==> src/rtl/vedic_mult_pipe.sv <==
// vedic_mult_pipe: 3-stage valid/ready pipelined Vedic multiplier built from a recursive tree of 2x2 cells.
// Define VEDIC_SIGNED_EN to honour in_sgn (two's-complement operands); otherwise all operations are unsigned.
module vedic_cell #(
  parameter int N = 2
) (
  input  logic [N-1:0]   a,
  input  logic [N-1:0]   b,
  output logic [2*N-1:0] p
);
  if (N == 2) begin : g_leaf
    logic c1;
    assign p[0] = a[0] & b[0];
    assign p[1] = (a[1] & b[0]) ^ (a[0] & b[1]);
    assign c1   = (a[1] & b[0]) & (a[0] & b[1]);
    assign p[2] = (a[1] & b[1]) ^ c1;
    assign p[3] = (a[1] & b[1]) & c1;
  end else begin : g_node
    localparam int H = N / 2;
    logic [N-1:0] ll, lh, hl, hh;
    logic [N:0]   mid;
    vedic_cell #(.N(H)) u_ll (.a(a[H-1:0]), .b(b[H-1:0]), .p(ll));
    vedic_cell #(.N(H)) u_lh (.a(a[H-1:0]), .b(b[N-1:H]), .p(lh));
    vedic_cell #(.N(H)) u_hl (.a(a[N-1:H]), .b(b[H-1:0]), .p(hl));
    vedic_cell #(.N(H)) u_hh (.a(a[N-1:H]), .b(b[N-1:H]), .p(hh));
    assign mid = {1'b0, lh} + {1'b0, hl};
    assign p   = {{N{1'b0}}, ll} + {{(H-1){1'b0}}, mid, {H{1'b0}}} + {hh, {N{1'b0}}};
  end
endmodule

module vedic_mult_pipe #(
  parameter int WIDTH = 8,
  parameter int TAG_W = 4
) (
  input  logic               clk,
  input  logic               rst_n,
  input  logic               in_valid,
  output logic               in_ready,
  input  logic [WIDTH-1:0]   in_a,
  input  logic [WIDTH-1:0]   in_b,
  input  logic               in_sgn,
  input  logic [TAG_W-1:0]   in_tag,
  output logic               out_valid,
  input  logic               out_ready,
  output logic [2*WIDTH-1:0] out_p,
  output logic [TAG_W-1:0]   out_tag
);
  localparam int H  = WIDTH / 2;
  localparam int PW = 2 * WIDTH;
  if (!(WIDTH == 4 || WIDTH == 8 || WIDTH == 16 || WIDTH == 32)) begin : g_bad_width
    $error("vedic_mult_pipe: WIDTH must be 4, 8, 16 or 32");
  end
  if (TAG_W < 1) begin : g_bad_tag
    $error("vedic_mult_pipe: TAG_W must be at least 1");
  end
  logic             en;
  logic             v1_q, v1_d, v2_q, v2_d, v3_q, v3_d;
  logic [WIDTH-1:0] a1_q, a1_d, b1_q, b1_d;
  logic [TAG_W-1:0] tag1_q, tag1_d, tag2_q, tag2_d, tag3_q, tag3_d;
  logic [WIDTH-1:0] ll_q, ll_d, lh_q, lh_d, hl_q, hl_d, hh_q, hh_d;
  logic [PW-1:0]    p_q, p_d, sum;
  logic [WIDTH:0]   mid;
  vedic_cell #(.N(H)) u_ll (.a(a1_q[H-1:0]),     .b(b1_q[H-1:0]),     .p(ll_d));
  vedic_cell #(.N(H)) u_lh (.a(a1_q[H-1:0]),     .b(b1_q[WIDTH-1:H]), .p(lh_d));
  vedic_cell #(.N(H)) u_hl (.a(a1_q[WIDTH-1:H]), .b(b1_q[H-1:0]),     .p(hl_d));
  vedic_cell #(.N(H)) u_hh (.a(a1_q[WIDTH-1:H]), .b(b1_q[WIDTH-1:H]), .p(hh_d));
  always_comb begin
    en     = !v3_q | out_ready;
    v1_d   = in_valid;
    tag1_d = in_tag;
    v2_d   = v1_q;
    tag2_d = tag1_q;
    v3_d   = v2_q;
    tag3_d = tag2_q;
    mid    = {1'b0, lh_q} + {1'b0, hl_q};
    sum    = {{WIDTH{1'b0}}, ll_q} + {{(H-1){1'b0}}, mid, {H{1'b0}}} + {hh_q, {WIDTH{1'b0}}};
  end
`ifdef VEDIC_SIGNED_EN
  logic s1_q, s1_d, s2_q, s2_d, na, nb;
  // Magnitudes stay WIDTH-bit unsigned, so the most negative operand maps to itself exactly.
  always_comb begin
    na   = in_sgn & in_a[WIDTH-1];
    nb   = in_sgn & in_b[WIDTH-1];
    a1_d = na ? -in_a : in_a;
    b1_d = nb ? -in_b : in_b;
    s1_d = na ^ nb;
    s2_d = s1_q;
    p_d  = s2_q ? -sum : sum;
  end
  always_ff @(posedge clk or negedge rst_n)
    if (!rst_n) begin
      s1_q <= 1'b0;
      s2_q <= 1'b0;
    end else if (en) begin
      s1_q <= s1_d;
      s2_q <= s2_d;
    end
`else
  logic sgn_unused;
  assign sgn_unused = in_sgn;
  always_comb begin
    a1_d = in_a;
    b1_d = in_b;
    p_d  = sum;
  end
`endif
  always_ff @(posedge clk or negedge rst_n)
    if (!rst_n) begin
      v1_q   <= 1'b0;
      v2_q   <= 1'b0;
      v3_q   <= 1'b0;
      a1_q   <= '0;
      b1_q   <= '0;
      tag1_q <= '0;
      tag2_q <= '0;
      tag3_q <= '0;
      ll_q   <= '0;
      lh_q   <= '0;
      hl_q   <= '0;
      hh_q   <= '0;
      p_q    <= '0;
    end else if (en) begin
      v1_q   <= v1_d;
      v2_q   <= v2_d;
      v3_q   <= v3_d;
      a1_q   <= a1_d;
      b1_q   <= b1_d;
      tag1_q <= tag1_d;
      tag2_q <= tag2_d;
      tag3_q <= tag3_d;
      ll_q   <= ll_d;
      lh_q   <= lh_d;
      hl_q   <= hl_d;
      hh_q   <= hh_d;
      p_q    <= p_d;
    end
  assign in_ready  = en;
  assign out_valid = v3_q;
  assign out_p     = p_q;
  assign out_tag   = tag3_q;
endmodule
==> config.mk <==
export PLATFORM = sky130hd
export DESIGN_NAME = vedic_mult_pipe
export DESIGN_NICKNAME = d
export VERILOG_FILES = /design/src/rtl/vedic_mult_pipe.sv
export SDC_FILE = /design/constraint.sdc
export NUM_CORES = 1
export LEC_CHECK = 0
export CAP_MARGIN = 5
export CORE_MARGIN = 5
export CORE_UTILIZATION = 47
export DETAILED_ROUTE_END_ITERATION = 12
export PLACE_DENSITY_LB_ADDON = 0.2
export SYNTH_ARGS = -nofsm -noshare
export SYNTH_HDL_FRONTEND = slang
export SYNTH_SLANG_ARGS = --single-unit
==> constraint.sdc <==
create_clock -name clk -period 3 [get_ports clk]
set_input_delay 0.9 -clock clk [delete_from_list [all_inputs] [get_ports clk]]
set_output_delay 0.9 -clock clk [all_outputs]
set_load 0.1 [all_outputs]
==> flow_summary_export.csv, run 1 <==
group,metric,value,unit
placement,globalplace.congestion,0.8110,
logic_synthesis,ys_ff_latch,79,
grt,grtUsageTotal,0.1853,
route,routed_via_density,5.150,
placement,hpwl,9.025,mm
clock_tree,cts.sinks,79,
timing,fin_crit_sh,0.9809,
critical_path,cp.arrival,3.16,ns
floorplan,rows,39,
route,wl_per_cell,14.51,um
grt,grt_max_degree,86,
critical_path,slowest_delay,0.37,ns
final_layout,diodes,0,
timing,layout_min_cycle_time,2.943,ns
logic_synthesis,syn_area,0.005565,sq mm
critical_path,critPathLaunchType,"flip-flop",
power,power,0.008119,W
floorplan,chipWidth,118.8,um
timing,fin_skew,0.002597,ns
floorplan,die-area,0.01412,sq mm
logic_synthesis,yosysUniqueCellTypes,36,
final_layout,area_delta_synth_final,23.49,%
clock_tree,clockRootBuffer,"clkbuf_16",
placement,port_buffers,45,
power,p_per_area,1181,mW/mm^2
logic_synthesis,postSynth.asyncResetShare,1.000,
route,routed_wl,12.35,mm
power,p_leak,3.674,nW
route,drtIter0Drc,164,
final_layout,layout.nets,826,
critical_path,crit_family,"adder cells",
critical_path,path_common_cell,"a211oi_2",
route,antenna_left,0,
critical_path,end_kind,"flip-flop",
critical_path,critical_path.max_fanout,3,
timing,slew-limit-headroom,0.6448,
flow_run,drv_cap,0,
critical_path,worstPathCellList,"ha_2, inv_2, fa_2, nor2b_2, o21ai_2, a21oi_2, a211oi_2, xnor2_1, ha_1, nand2_2, a211oi_2, o21bai_2, and4_4, or3_1",
logic_synthesis,yosysWarnings,0,
logic_synthesis,syn-num-nets,748,
floorplan,io_pins,47,
clock_tree,max-clock-path-buffers,2,
grt,grt-ovfl-total,0,
clock_tree,clk_latency,0.34,ns
timing,timing.hold.ws,0.4583,ns
timing,max_freq,339.8,MHz
final_layout,drive_above_1_share,0.1723,
grt,grt_pass1_vias,4645,
floorplan,initial_core_util,0.4833,
floorplan,core-area,0.01152,sq mm
clock_tree,clkTransAtPathRegs,0.06,ns
logic_synthesis,avgSynthCellArea,8.890,sq um
grt,antenna_found_initial,0,
clock_tree,tritoncts,"done",
hold_path,min_path_type,"reg2reg",
outcome,status,"completed",
timing,hold_viol,0,
final_layout,layout_common_cells,"nand2_1, ha_1, dfrtp_1",
logic_synthesis,ys_seq_area_frac,0.3552,
floorplan,fp.dieH,118.8,um
grt,grt_pass1_wl,21.51,mm
timing,rsz0062_at_grt,"yes",
final_layout,fin_util,0.5968,
timing,setup_viol,0,
power,peakVddDrop,0.0005353,V
clock_tree,hold_buffers,0,
critical_path,path_buf_inv,1,
timing,worst_pin_slew,0.5329,ns
logic_synthesis,synth-edff-count,0,
logic_synthesis,synth_ff_type,"dfrtp_1",
route,drt_pre_antenna_iters,4,
route,vias,4383,
clock_tree,cts_buffers,9,
final_layout,final_common_cell,"nand2_1",
route,drc,0,
critical_path,critPathRequiredTime,3.22,ns
timing,drv_slew,0,
critical_path,cp_slowest_cell,"fa_2",
clock_tree,cts-htree-levels,3,
critical_path,path_class,"reg2reg",
logic_synthesis,syn_inst,626,
-- worst register-to-register path, stage by stage (launching register included) --
cell and delay, ns:
dfrtp_1 0.36, ha_2 0.19, inv_2 0.04, fa_2 0.37
nor2b_2 0.13, o21ai_2 0.08, a21oi_2 0.19, a211oi_2 0.08
xnor2_1 0.16, ha_1 0.34, nand2_2 0.08, a211oi_2 0.21
o21bai_2 0.12, and4_4 0.18, or3_1 0.30
-- cell usage after synthesis, drive strengths merged (3+ instances only) --
cell type / instances / share of area
a211oi: 3 / 0.0049
a21o: 19 / 0.026
a21oi: 40 / 0.037
a31oi: 3 / 0.0034
and2: 60 / 0.067
clkbuf: 15 / 0.010
dfrtp: 79 / 0.36
fa: 10 / 0.036
ha: 87 / 0.20
inv: 17 / 0.011
nand2: 180 / 0.12
nand3: 5 / 0.0045
nor2: 15 / 0.010
nor2b: 3 / 0.0034
nor3: 6 / 0.0054
o21ai: 26 / 0.023
xnor2: 17 / 0.027
xor2: 21 / 0.033
-- registers in the layout, summed over array words and instances (netlist names), 8 cells and up --
signal  count
a1_q        8
b1_q        8
hh_q        8
hl_q        8
lh_q        8
ll_q        8
out_p      16
-- repair_timing --
action                                  in CTS  in global routing
buffers inserted                             2                 10
pin swaps                                    7                 22
endpoints found under the hold margin        0                  0
resized for setup                           10                 30
endpoints found under the setup margin       5                 12
gates cloned                                 0                  0
-- power by group --
| group | internal, W | total, W | switching [W] | leakage (nW) |
|---|---|---|---|---|
| Clock | 0.000688 | 0.00110 | 0.000416 | 0.146 |
| Sequential | 0.00150 | 0.00179 | 0.000290 | 0.964 |
| Combinational | 0.00198 | 0.00522 | 0.00324 | 2.56 |
| Total | 0.00417 | 0.00812 | 0.00394 | 3.67 |
-- layer usage --
layer / global-route usage / share of wire
met5: 0 / 0
met4: 0.04417 / 0.010
met3: 0.04313 / 0.028
met2: 0.3339 / 0.51
met1: 0.2245 / 0.45
-- worst paths after layout --
kind / startpoint / to / slack, ns / depth (start not counted)
min: v2_q / out_valid / 0.46 / 1
max: lh_q[0] / out_p[15] / 0.06 / 14
min reg2reg: v2_q / out_valid / 0.46 / 1
min in group asynchronous: rst_n / hh_q[7] / 0.54 / 1
max reg2reg: lh_q[0] / out_p[15] / 0.06 / 14
max in group asynchronous: rst_n / tag1_q[1] / 1.86 / 2
-- cells by family after synthesis --
kind of cell,after synthesis,synth area share
AO/OA/AOI/OAI,98,0.1043
XOR/XNOR,38,0.05980
adder cells (fa/ha/maj),97,0.2316
buffers and inverters,34,0.02293
flip-flops,79,0.3552
AND/OR/NAND/NOR,280,0.2262
-- per-stage QoR --
stage / std cells / area [sq um] / TNS (ns) / setup slack, ns
global route: 851 / 6873 / -0.3118 / -0.1174
finish: 851 / 6873 / 0 / 0.05734
floorplan: 626 / 5573 / 0 / 0.05482
global placement: 824 / 6321 / 0 / 0.01736
detailed placement: 824 / 6321 / -0.1951 / -0.1113
CTS: 841 / 6655 / 0 / 0.0003253
-- final cells by class --
cell class | count | area (sq um)
well taps | 143 | 178.9
multi-input cells | 513 | 3620
clock buffers | 13 | 260.3
clock inverters | 2 | 38.79
repair buffers | 84 | 723.2
flip-flops and latches | 79 | 1988
fillers | 1021 | 4643
inverters | 17 | 63.81
No activity file was read; power rests on OpenSTA's default activity.
==> run 2, diff against run 1 <==
--- a/config.mk
+++ b/config.mk
@@ -9,6 +9,7 @@
 export CORE_MARGIN = 5
 export CORE_UTILIZATION = 47
 export DETAILED_ROUTE_END_ITERATION = 12
+export HOLD_SLACK_MARGIN = 0.02
 export PLACE_DENSITY_LB_ADDON = 0.2
 export SYNTH_ARGS = -nofsm -noshare
 export SYNTH_HDL_FRONTEND = slang
==> results of run 2 <==
Final layout, timing and power as in run 1 (identical DEF).
